## src/rtl/lb_sequencer.sv

```systemverilog
// -----------------------------------------------------------------------------
// lb_sequencer
//
// Sequences the four sprite line buffers (BL, BR, TL, TR) that feed the
// palette address path. On every scanline one bank (a pair of buffers) is read
// out and cleared toward the palette mux while the other bank is written by the
// sprite renderer. The banks swap at every line wrap via TMS0.
//
// Optional feature macro: LB_OVERRUN_EN
//   When defined, adds OVERRUN_CNT (saturating count of aborted render jobs)
//   and OVERRUN_LINE (sticky flag: the last line ended with an abort).
//
// Ports
//   CLK          in   system clock, shared with the line buffer RAM
//   RST          in   synchronous active-high reset (overrides CE_PIX)
//   CE_PIX       in   pixel enable; every counter and strobe advances only here
//   JOB_REQ      in   render job request, held until JOB_ACK
//   JOB_LEN      in   pixel pairs in the job (0 is acked and completes at once)
//   JOB_ACK      out  one-CLK pulse: job accepted
//   PX_VALID     in   renderer presents a pixel pair on GAD/GBD
//   PX_READY     out  one-CLK pulse: the presented pair was written
//   JOB_DONE     out  one-CLK pulse: last pair written (or zero-length job)
//   JOB_ABORT    out  one-CLK pulse: job killed by the line wrap
//   H_CNT        out  current pixel count, 0 .. H_TOTAL-1
//   TMS0         out  bank select: 0 = B displayed / T rendered, 1 = reverse
//   LD1, LD2     out  address load strobes for bank B and bank T
//   SS1, SS2     out  clear-after-read enables for bank B and bank T
//   CK[3:0]      out  address clock strobes, [0]=BL [1]=BR [2]=TL [3]=TR
//   WE[3:0]      out  write strobes, same index order as CK
//   OVERRUN_CNT  out  (LB_OVERRUN_EN only) saturating abort counter
//   OVERRUN_LINE out  (LB_OVERRUN_EN only) sticky abort-in-last-line flag
//   DBG_STATE    out  render FSM state: 0 = IDLE, 1 = LOAD, 2 = WRITE
//
// Handshakes
//   Job:   the renderer raises JOB_REQ with JOB_LEN stable and holds both until
//          it sees JOB_ACK. JOB_LEN is captured on the CE_PIX edge that raises
//          JOB_ACK. A request on the wrap cycle is not taken; it stays pending.
//   Pixel: a pair is consumed on a CE_PIX edge where the FSM is writing and
//          PX_VALID is high. PX_READY is registered, so it is high during the
//          CLK after the consuming edge; the renderer advances its pair then.
//
// All strobes are registered and are high for exactly one CLK following the
// CE_PIX edge that produced them. Display strobes are decoded from the next
// H count so that they line up with the H_CNT value shown alongside them.
// -----------------------------------------------------------------------------
module lb_sequencer #(
   parameter int H_TOTAL        = 384,
   parameter int H_ACTIVE_START = 30,
   parameter int H_ACTIVE_END   = 350,
   parameter int LEN_W          = 6
) (
   input  logic             CLK,
   input  logic             RST,
   input  logic             CE_PIX,
   input  logic             JOB_REQ,
   input  logic [LEN_W-1:0] JOB_LEN,
   output logic             JOB_ACK,
   input  logic             PX_VALID,
   output logic             PX_READY,
   output logic             JOB_DONE,
   output logic             JOB_ABORT,
   output logic [8:0]       H_CNT,
   output logic             TMS0,
   output logic             LD1,
   output logic             LD2,
   output logic             SS1,
   output logic             SS2,
   output logic [3:0]       CK,
   output logic [3:0]       WE,
`ifdef LB_OVERRUN_EN
   output logic [7:0]       OVERRUN_CNT,
   output logic             OVERRUN_LINE,
`endif
   output logic [1:0]       DBG_STATE
);

   localparam logic [8:0]       H_LAST    = 9'(H_TOTAL - 1);
   localparam logic [8:0]       H_START   = 9'(H_ACTIVE_START);
   localparam logic [8:0]       H_END     = 9'(H_ACTIVE_END);
   localparam logic [8:0]       H_PRELOAD = 9'(H_ACTIVE_START - 1);
   localparam logic [LEN_W-1:0] REM_ONE   = LEN_W'(1);

   typedef enum logic [1:0] {
      S_IDLE  = 2'd0,
      S_LOAD  = 2'd1,
      S_WRITE = 2'd2
   } state_e;

   state_e           state_q;
   logic [LEN_W-1:0] rem_q;

   // Next-line-position decode shared by the display and render paths.
   logic       wrap;
   logic [8:0] h_d;
   logic       tms_d;
   logic       win_d;
   logic       disp_ld_d;
   logic       disp_l_d;
   logic       disp_r_d;

   // Render-side fire conditions. A wrap edge kills the job, so neither fires
   // on it; that is what keeps WE off during the wrap cycle.
   logic ren_ld;
   logic ren_wr;
   logic ren_b;
   logic ren_t;

   assign wrap      = (H_CNT == H_LAST);
   assign h_d       = wrap ? 9'd0 : (H_CNT + 9'd1);
   assign tms_d     = TMS0 ^ wrap;
   assign win_d     = (h_d >= H_START) && (h_d < H_END);
   assign disp_ld_d = (h_d == H_PRELOAD);
   assign disp_l_d  = win_d & ~h_d[0];
   assign disp_r_d  = win_d &  h_d[0];

   assign ren_ld = (state_q == S_LOAD)  && !wrap && (rem_q != '0);
   assign ren_wr = (state_q == S_WRITE) && !wrap && PX_VALID;

   // The render bank is the one not displayed. Render strobes never fire on a
   // wrap edge, so the current TMS0 always equals the post-edge TMS0 here.
   assign ren_b = TMS0;
   assign ren_t = ~TMS0;

   assign DBG_STATE = state_q;

   always_ff @(posedge CLK) begin
      if (RST) begin
         state_q   <= S_IDLE;
         rem_q     <= '0;
         H_CNT     <= '0;
         TMS0      <= 1'b0;
         LD1       <= 1'b0;
         LD2       <= 1'b0;
         SS1       <= 1'b0;
         SS2       <= 1'b0;
         CK        <= '0;
         WE        <= '0;
         JOB_ACK   <= 1'b0;
         JOB_DONE  <= 1'b0;
         JOB_ABORT <= 1'b0;
         PX_READY  <= 1'b0;
`ifdef LB_OVERRUN_EN
         OVERRUN_CNT  <= '0;
         OVERRUN_LINE <= 1'b0;
`endif
      end else begin
         // Strobes drop back to 0 on every CLK unless re-fired by CE_PIX.
         LD1       <= 1'b0;
         LD2       <= 1'b0;
         CK        <= '0;
         WE        <= '0;
         JOB_ACK   <= 1'b0;
         JOB_DONE  <= 1'b0;
         JOB_ABORT <= 1'b0;
         PX_READY  <= 1'b0;

         if (CE_PIX) begin
            H_CNT <= h_d;
            TMS0  <= tms_d;

            // SS is a level across the active window of the display bank.
            SS1 <= win_d & ~tms_d;
            SS2 <= win_d &  tms_d;

            LD1 <= (disp_ld_d & ~tms_d) | (ren_ld & ren_b);
            LD2 <= (disp_ld_d &  tms_d) | (ren_ld & ren_t);

            // Display L buffer on even counts, R buffer on odd counts; the
            // render path clocks both buffers of its bank together.
            CK <= {(disp_r_d &  tms_d) | (ren_wr & ren_t),
                   (disp_l_d &  tms_d) | (ren_wr & ren_t),
                   (disp_r_d & ~tms_d) | (ren_wr & ren_b),
                   (disp_l_d & ~tms_d) | (ren_wr & ren_b)};

            WE <= {ren_wr & ren_t, ren_wr & ren_t,
                   ren_wr & ren_b, ren_wr & ren_b};

            case (state_q)
               S_IDLE: begin
                  // The wrap cycle is reserved for the bank swap.
                  if (JOB_REQ && !wrap) begin
                     JOB_ACK <= 1'b1;
                     rem_q   <= JOB_LEN;
                     state_q <= S_LOAD;
                  end
               end
               S_LOAD: begin
                  if (wrap) begin
                     JOB_ABORT <= 1'b1;
                     state_q   <= S_IDLE;
                  end else if (rem_q == '0) begin
                     // Zero-length job: nothing to address, finish at once.
                     JOB_DONE <= 1'b1;
                     state_q  <= S_IDLE;
                  end else begin
                     state_q <= S_WRITE;
                  end
               end
               S_WRITE: begin
                  if (wrap) begin
                     JOB_ABORT <= 1'b1;
                     state_q   <= S_IDLE;
                  end else if (PX_VALID) begin
                     PX_READY <= 1'b1;
                     rem_q    <= rem_q - REM_ONE;
                     if (rem_q == REM_ONE) begin
                        JOB_DONE <= 1'b1;
                        state_q  <= S_IDLE;
                     end
                  end
               end
               default: state_q <= S_IDLE;
            endcase

`ifdef LB_OVERRUN_EN
            // Aborts only ever happen on a wrap edge, so each wrap settles the
            // flag for the line just finished: set on abort, cleared otherwise.
            if (wrap) begin
               if (state_q != S_IDLE) begin
                  if (OVERRUN_CNT != 8'hFF) begin
                     OVERRUN_CNT <= OVERRUN_CNT + 8'd1;
                  end
                  OVERRUN_LINE <= 1'b1;
               end else begin
                  OVERRUN_LINE <= 1'b0;
               end
            end
`endif
         end
      end
   end

endmodule

```

## config.mk

```make
export PLATFORM = sky130hd
export DESIGN_NAME = lb_sequencer
export DESIGN_NICKNAME = d
export VERILOG_FILES = /design/src/rtl/lb_sequencer.sv
export SDC_FILE = /design/constraint.sdc
export NUM_CORES = 1
export LEC_CHECK = 0
export BUFFER_PORTS_ARGS = -buffer_cell sky130_fd_sc_hd__buf_2
export CORE_UTILIZATION = 55
export CTS_CLUSTER_DIAMETER = 200
export DETAILED_ROUTE_END_ITERATION = 10
export PLACE_DENSITY_LB_ADDON = 0.1
export SLEW_MARGIN = 20
export SYNTH_ARGS = -nofsm -noshare
export SYNTH_HDL_FRONTEND = slang
export SYNTH_SLANG_ARGS = --single-unit
```

## constraint.sdc

```tcl
create_clock -name CLK -period 5.2 [get_ports CLK]
set_clock_uncertainty 0.15 [all_clocks]
set_input_delay 0.26 -clock CLK [delete_from_list [all_inputs] [get_ports CLK]]
set_output_delay 0.26 -clock CLK [all_outputs]
set_load 0.05 [all_outputs]
```

Yosys cells after proc, flatten, opt, wreduce, memory -nomap -nowiden --
Index checks and enable logic that the tools add are counted.
Storage, ports and cells: register bits after elaboration 33, bits of input ports 11, output and inout port bits 28
Operators by class: add/subtract/negate cells 2, magnitude comparators 2, equal/unequal tests 10, muxes and demuxes 21, bitwise gates (word level) 28, reductions and logical operators 18
Operator list (number):
- 2-to-1 mux 6 bit | 3
- AND 1 bit | 14
- 2-to-1 mux 2 bit | 6
- one-hot mux 6 bit (2 select lines) | 1
- adder 9 x 1 -> 9 bit (second input constant) | 1
- == test 9 x 5 -> 1 bit (second input constant) | 1
- == test 9 bit (second input constant) | 1
- greater-or-equal comparator 9 x 5 -> 1 bit (second input constant) | 1
- < comparator 9 bit (second input constant) | 1
- 2-to-1 mux 9 bit | 1
- 2-to-1 mux 1 bit | 8
- NOT 1 bit | 7
- == test 6 x 1 -> 1 bit (second input constant) | 1
- logical AND 1 bit | 6
- logical NOT 6 bit | 1
- inequality test 2 bit (second input constant) | 3
- bitwise OR 1 bit | 6
- one-hot mux 2 bit (3 select lines) | 1
- nonzero test 6 bit | 1
- OR reduction 3 bit | 2
- subtractor 6 x 1 -> 6 bit (second input constant) | 1
- AND reduction 5 bit | 1
- AND reduction 4 bit | 1
- OR reduction 2 bit | 2
- 10 further kinds | 10

Depth between registers and ports, before layout --
Gate-level depths: netlist of the first run.
word-level depth 7, mapped depth 8, mapped depth without buffers 7

Worst setup path after synthesis of the first run --
OpenSTA, ideal clock, no wires.
kind reg2reg, start register H_CNT[1], end register CK[0], library setup time 0.101 ns, arrival time 2.295 ns, data required time 4.949 ns, slack 2.654 ns, cell stages (with the launch flop) 8, buffers on the path 1, period minus slack after synthesis 2.546 ns, path through dfxtp_1 ha_1 clkbuf_1 nand4b_1 a2bb2oi_1 or3b_1 a22o_1 o41ai_1
Between the ends: word-level cells in the longest chain between the ends 7, elaborated cells on any way between the ends 16
RTL lines:
- from (decl) | line 62 | output logic [8:0] H_CNT,
- from (signal assigned) | line 130 | H_CNT <= '0;
- from (signal assigned) | line 158 | H_CNT <= h_d;
- adder 9 x 1 -> 9 bit or == test 9 bit (tied branches) | line 109, 108
- 2-to-1 mux 9 bit | line 109 | assign h_d = wrap ? 9'd0 : (H_CNT + 9'd1);
- greater-or-equal comparator 9 x 5 -> 1 bit or < comparator 9 bit (tied branches) | line 111 | assign win_d = (h_d >= H_START) && (h_d < H_END);
- logical AND 1 bit | line 111
- AND 1 bit | line 113 | assign disp_l_d = win_d & ~h_d[0];
- AND 1 bit | line 173 | (disp_l_d & ~tms_d) | (ren_wr & ren_b)};
- bitwise OR 1 bit (*) | line 173
- to (signal assigned) | line 170 | CK <= {(disp_r_d & tms_d) | (ren_wr & ren_t),
- to (decl) | line 68 | output logic [3:0] CK,
Mark *: on every way between the ends. The rest lies on a longest branch, timed or not. A chain may end at the register's enable or synchronous reset.

Worst setup path after layout of the first run --
start register H_CNT[0], end register rem_q[4]
Between the ends: word-level cells in the longest chain between the ends 5, elaborated cells on any way between the ends 6
RTL lines:
- == test 9 bit (*) | line 108 | assign wrap = (H_CNT == H_LAST);
- logical NOT 1 bit | line 181 | if (JOB_REQ && !wrap) begin
- logical AND 1 bit | line 181
- inequality test 2 bit (no line)
- AND reduction 5 bit (no line) (*)
- to (signal assigned) | line 205 | rem_q <= rem_q - REM_ONE;
- to (decl) | line 90 | logic [LEN_W-1:0] rem_q;
Marks and branches as above.

==> results of run 1 <==
stage by stage:
stage | utilization, % | instances
after floorplan | - | 219
after global placement | 63.5 | 285
after detailed placement | 63.5 | 285
after CTS | 66.6 | 293
after global routing | 66.6 | 293
final | 66.6 | 293
final cells by class:
cell class / count / area [um^2]
tap: 44 / 55.1
clock inverter: 1 / 30.0
timing repair buffer: 39 / 198
clock buffer: 7 / 65.1
inverter: 12 / 45.0
sequential: 32 / 641
fill: 300 / 1020
multi-input combinational: 158 / 1000
cells in the mapped netlist (all sizes together), types with 2 or more instances:
| library cell | instances | area [um^2] |
|---|---|---|
| buf | 7 | 38.8 |
| o21ai | 10 | 50.1 |
| nand3 | 12 | 65.1 |
| nand2 | 27 | 104 |
| mux2i | 4 | 40.0 |
| ha | 6 | 75.1 |
| xor2 | 3 | 26.3 |
| o31ai | 3 | 22.5 |
| or3 | 2 | 12.5 |
| clkbuf | 10 | 38.8 |
| nand4b | 2 | 17.5 |
| nor2b | 5 | 31.3 |
| nand2b | 5 | 31.3 |
| inv | 12 | 45.0 |
| and3 | 2 | 12.5 |
| o22ai | 3 | 18.8 |
| nand4 | 5 | 31.3 |
| a211oi | 3 | 22.5 |
| a21oi | 13 | 65.1 |
| and2 | 2 | 12.5 |
| nor4b | 2 | 17.5 |
| nor2 | 18 | 67.6 |
| dfxtp | 32 | 641 |
| o41ai | 4 | 35.0 |
| xnor2 | 2 | 17.5 |
| nor3 | 4 | 31.3 |
path summary, 6_finish.rpt:
| check | startpoint | endpoint | slack [ns] | depth (start not counted) |
|---|---|---|---|---|
| setup / recovery | H_CNT[0]$_SDFFE_PP0P_ | rem_q[4]$_SDFFE_PP0P_ | 2.38 | 7 |
| hold / removal | JOB_REQ | JOB_ACK$_SDFF_PP0_ | 0.02 | 3 |
| setup reg to reg | H_CNT[0]$_SDFFE_PP0P_ | rem_q[4]$_SDFFE_PP0P_ | 2.38 | 7 |
| hold reg to reg | SS2$_SDFFE_PP0P_ | SS2$_SDFFE_PP0P_ | 0.32 | 2 |
placed cells by master, fill, tap and decap left out, drive strengths merged, types with 2 or more instances in the layout:
| cell | count |
|---|---|
| a211oi | 3 |
| ha | 6 |
| dfxtp | 32 |
| nand4 | 5 |
| o22ai | 3 |
| and3 | 2 |
| mux2i | 4 |
| o21ai | 10 |
| or3 | 2 |
| and2 | 2 |
| o31ai | 3 |
| xor2 | 3 |
| xnor2 | 2 |
| clkbuf | 7 |
| nand2b | 5 |
| nand2 | 27 |
| nor2b | 5 |
| nor3 | 4 |
| nand4b | 2 |
| a21oi | 13 |
| nand3 | 12 |
| nor4b | 2 |
| inv | 12 |
| o41ai | 4 |
| buf | 39 |
| nor2 | 18 |
power breakdown:
group	total, mW	internal [mW]	switching, mW
registers	0.262	0.253	0.00875
logic	0.0786	0.0281	0.0505
clock network	0.218	0.128	0.0899
total	0.558	0.409	0.149
state kept, by name (all words and copies together), names as in the netlist, 2 cells and up:
signal,cells
H_CNT,9
rem_q,6
CK,4
DBG_STATE,2
WE,2
logic make-up (layout without fill, tap and decap cells):
logic type	Yosys count	after routing	synth area share [%]
buffers and inverters	29	59	6.98
and+or+nand+nor	92	92	27.6
xor gates and xnor gates	5	5	2.49
AOI/OAI and AO/OA	50	50	19.2
adders and majority gates	6	6	4.27
DFF	32	32	36.5
muxes	5	5	2.92
critical path: stages, from the launching register on:
cell     delay (ns)
dfxtp_1        0.55
ha_1           0.45
nand3_1        0.19
or4b_1         0.71
nand2_1        0.21
a221o_1        0.22
a21oi_1        0.06
o21a_1         0.19
routing by layer:
layer / track usage (%) / vias to the layer above / wire, um
met2: 36.9 / 54 / 1750
li1: - / 832 / -
met4: 11.2 / 0 / 53
met5: 0 / - / 0
met3: 5.49 / 7 / 205
met1: 32.7 / 764 / 1940
==> impl_metrics.json, run 1 <==
{
  "crit_fanout": 12,
  "ys_async_sr_fraction_pct": 0,
  "syn-cell-area_um2": 1760,
  "period_minus_slack_ns": 2.82,
  "fin_ws_ns": 2.38,
  "synth_seq_area_share_pct": 36.5,
  "critical_path_class": "flop to flop",
  "power_density_nw_per_um2": 274,
  "place_congestion": 0.869,
  "dieArea_um2": 3420,
  "hold_viol": 0,
  "cp.arrival_ns": 2.93,
  "die_h_um": 58.5,
  "cts_tree": "yes",
  "cts_resized": 0,
  "place_area_um2": 1940,
  "grt_overflow_total": 0,
  "hold_class": "input pin to flop",
  "dpl.hpwl_um": 2820,
  "slew_headroom_pct": 61.8,
  "clk_latency_ns": 0.35,
  "synth_nets": 236,
  "antenna_found_initial": 0,
  "htree_levels": 2,
  "fin_area_um2": 2030,
  "grt_pass1_vias": 1419,
  "drive_gt1_share_pct": 21.7,
  "cp-end-kind": "flop",
  "clk_path_buf_depth": 2,
  "final_nets": 265,
  "drt_iter0_markers": 62,
  "rsz0062_at_grt": "no",
  "holdBufCountCts": 0,
  "vias": 1657,
  "worstMarginPinSlew_ns": 0.574,
  "rows": 20,
  "tns_ns": 0,
  "antenna_left": 0,
  "ys_ff_latch": 32,
  "grt_start_max_net_pins": 22,
  "outcome": "complete, no violations",
  "dr.pass1.iters": 4,
  "drc": 0,
  "setup_viol": 0,
  "max_freq_mhz": 354,
  "post-place-ws_ns": 2.47,
  "cp.required_ns": 5.31,
  "grt_pass1_wl_um": 6400,
  "io_pins": 39,
  "die_w_um": 58.5,
  "total_power_mw": 0.558,
  "clk_pin_slew_ns": 0.11,
  "wire_per_inst_um": 13.5,
  "grtUsageTotal_pct": 24.3,
  "start_kind": "flop",
  "diodes": 0,
  "port_buffers": 38,
  "synth_ff_type": "dfxtp_1",
  "syn_to_final_growth_pct": 15.7,
  "fin_crit_sh_pct": 54.3,
  "cts_buffers": 5,
  "drv_cap": 0,
  "synth.avg_cell_area_um2": 8.02,
  "worst_ir_drop_vdd_mv": 0.153,
  "whs_ns": 0.0166,
  "cts_num_sinks": 32,
  "yosysWarningCount": 0,
  "synth_edf_count": 0,
  "cts_root_buf": "clkbuf_4",
  "leakagePower_nw": 0.883,
  "fp.coreArea_um2": 3050,
  "wl_um": 3950,
  "netlist_instances": 219,
  "start_util_pct": 57.5,
  "drv_slew": 0,
  "post_cts_buffers": 0,
  "viasPerCell": 5.66,
  "ys_types": 53
}
(Power assumes the default switching activity.)
==> run 2: changes to the inputs <==
Settings changed: ABC_AREA set to 1, CORE_UTILIZATION 55 to 53.
Clock period 5.2 ns to 2.7 ns, I/O delays scaled along.
==> impl_metrics.json, run 2 <==
{
  "hold_viol": 0,
  "max_freq_mhz": 498,
  "fill_cells": 303,
  "fin_crit_sh_pct": 74.3,
  "drv_cap": 0,
  "syn-cell-area_um2": 1730,
  "synth_nets": 266,
  "ys_top_cells_by_count": "52 x nand2_1, 32 x dfxtp_1, 30 x inv_1, 30 x nor2_1, 21 x o21ai_0",
  "start_kind": "flop",
  "clk_pin_slew_ns": 0.10,
  "crit_fanout": 18,
  "fp.coreArea_um2": 3080,
  "clk_path_buf_depth": 2,
  "cp.arrival_ns": 2.14,
  "grt_pass1_vias": 1451,
  "grt_start_max_net_pins": 19,
  "synth_ff_type": "dfxtp_1",
  "final_cells": 333,
  "die_h_um": 59.1,
  "io_pins": 39,
  "rows": 20,
  "outcome": "complete, no violations",
  "ys_async_sr_fraction_pct": 0,
  "hold_class": "input pin to flop",
  "cts_root_buf": "clkbuf_4",
  "hold_depth": 5,
  "drive_gt1_share_pct": 19.0,
  "grt_overflow_total": 0,
  "drt_iter0_markers": 71,
  "start_util_pct": 56.1,
  "cp-end-kind": "flop",
  "synth_area_leaders": "dfxtp_1 37%, nand2_1 11%, inv_1 6.5%",
  "ys_types": 31,
  "fin_ws_ns": 0.693,
  "die_w_um": 59.1,
  "synth.avg_cell_area_um2": 6.93,
  "clk_latency_ns": 0.34,
  "period_minus_slack_ns": 2.01,
  "rr_worst_depth": 9,
  "diodes": 0,
  "critical_path_class": "flop to flop",
  "final_nets": 305,
  "synth_top_area_share_pct": 37.1,
  "drc": 0,
  "slew_headroom_pct": 69.9,
  "dp.cells": 323,
  "dr.pass1.iters": 4,
  "synth_edf_count": 0,
  "grtUsageTotal_pct": 23.8,
  "post-place-ws_ns": 0.729,
  "worstMarginPinSlew_ns": 0.451,
  "cts_buffers": 5,
  "viasPerCell": 5.03,
  "netlist_instances": 249,
  "largest-register": "H_CNT",
  "vias": 1675,
  "drv_slew": 0,
  "htree_levels": 2,
  "post_cts_buffers": 0,
  "synth_most_common_cell": "nand2_1",
  "synth_area_leader_cell": "dfxtp_1",
  "port_buffers": 38,
  "power_density_nw_per_um2": 578,
  "wire_per_inst_um": 10.7,
  "place_congestion": 0.865,
  "antenna_found_initial": 0,
  "cp.required_ns": 2.83,
  "syn_to_final_growth_pct": 15.8,
  "grt_pass1_wl_um": 6230,
  "largestRegisters": "H_CNT: 9 flops, rem_q: 6 flops, CK: 4 flops",
  "cts_tree": "yes",
  "largest_register_ffs": 9,
  "yosysWarningCount": 0,
  "rsz0062_at_grt": "no",
  "final_common_cell": "nand2_1",
  "wl_um": 3560,
  "antenna_left": 0,
  "synth_seq_area_share_pct": 37.1,
  "cts_num_sinks": 32,
  "dpl.hpwl_um": 2680,
  "ys_ff_latch": 32,
  "setup_viol": 0,
  "dieArea_um2": 3490,
  "tns_ns": 0,
  "final_core_util_pct": 65.0,
  "worst_ir_drop_vdd_mv": 0.393,
  "leakagePower_nw": 0.988,
  "final_cell_mix": "52 x nand2_1, 38 x buf_2, 32 x dfxtp_1"
}
[run 2: final cells by class]
type | count | area, um^2 | area share (%)
timing repair buffer | 40 | 210 | 10.5
multi-input combinational | 177 | 911 | 45.6
clock inverter | 1 | 7.51 | 0.375
sequential | 32 | 641 | 32.0
tap | 44 | 55.1 | 2.75
clock buffer | 7 | 55.1 | 2.75
inverter | 32 | 120 | 6.01
[run 2: repair_timing]
action,4_1_cts,5_1_grt
resized for setup,0,0
hold endpoints to repair,5,0
hold buffers,2,0
[run 2: metrics by stage]
stage	hold slack (ns)	area (um^2)	power, mW
floorplan	0.0541	1730	0.808
global placement	0.262	1920	0.872
detailed placement	0.264	1920	0.873
CTS	0.00535	2000	1.16
global route	0.0266	2000	1.23
finish	0.0156	2000	1.15
[run 2: cells by family after synthesis]
group,share of synthesized area (%)
buf+inv,10.1
flops,37.1
simple gates,32.7
compound gates,13.7
fa+ha+maj,4.35
xor+xnor,2.03
[run 2: final timing paths]
| path | slack (ns) | end | startpoint |
|---|---|---|---|
| max reg2reg | 0.69 | CK[2]$_SDFF_PP0_ | H_CNT[1]$_SDFFE_PP0P_ |
| min reg2reg | 0.33 | SS2$_SDFFE_PP0P_ | SS2$_SDFFE_PP0P_ |
| min | 0.02 | rem_q[4]$_SDFFE_PP0P_ | JOB_LEN[4] |
| max | 0.69 | CK[2]$_SDFF_PP0_ | H_CNT[1]$_SDFFE_PP0P_ |
[run 2: power breakdown]
part	internal, mW	switching [mW]	total (mW)	leakage [nW]
clock	0.127	0.161	0.288	0.0315
combinational	0.100	0.230	0.331	0.694
sequential	0.507	0.0282	0.536	0.262
total	0.735	0.420	1.15	0.988
[run 2: worst max-delay path, cell delays in order (launching register included)]
cell	delay, ns
dfxtp_1	0.39
ha_1	0.22
nand2_2	0.10
nor2_4	0.14
nand3_4	0.19
xor2_1	0.32
inv_1	0.07
nor2_1	0.19
nand4_1	0.13
nand2_1	0.07
[run 2: per-layer routing]
metal  vias to the layer above  GRT usage [%]  share of wire [%]
li1                        887              -                  -
met1                       746           29.1                 46
met2                        33           39.0                 48
met3                         9           6.77                3.8
met4                         0           10.5                2.0
met5                         -              0                  0
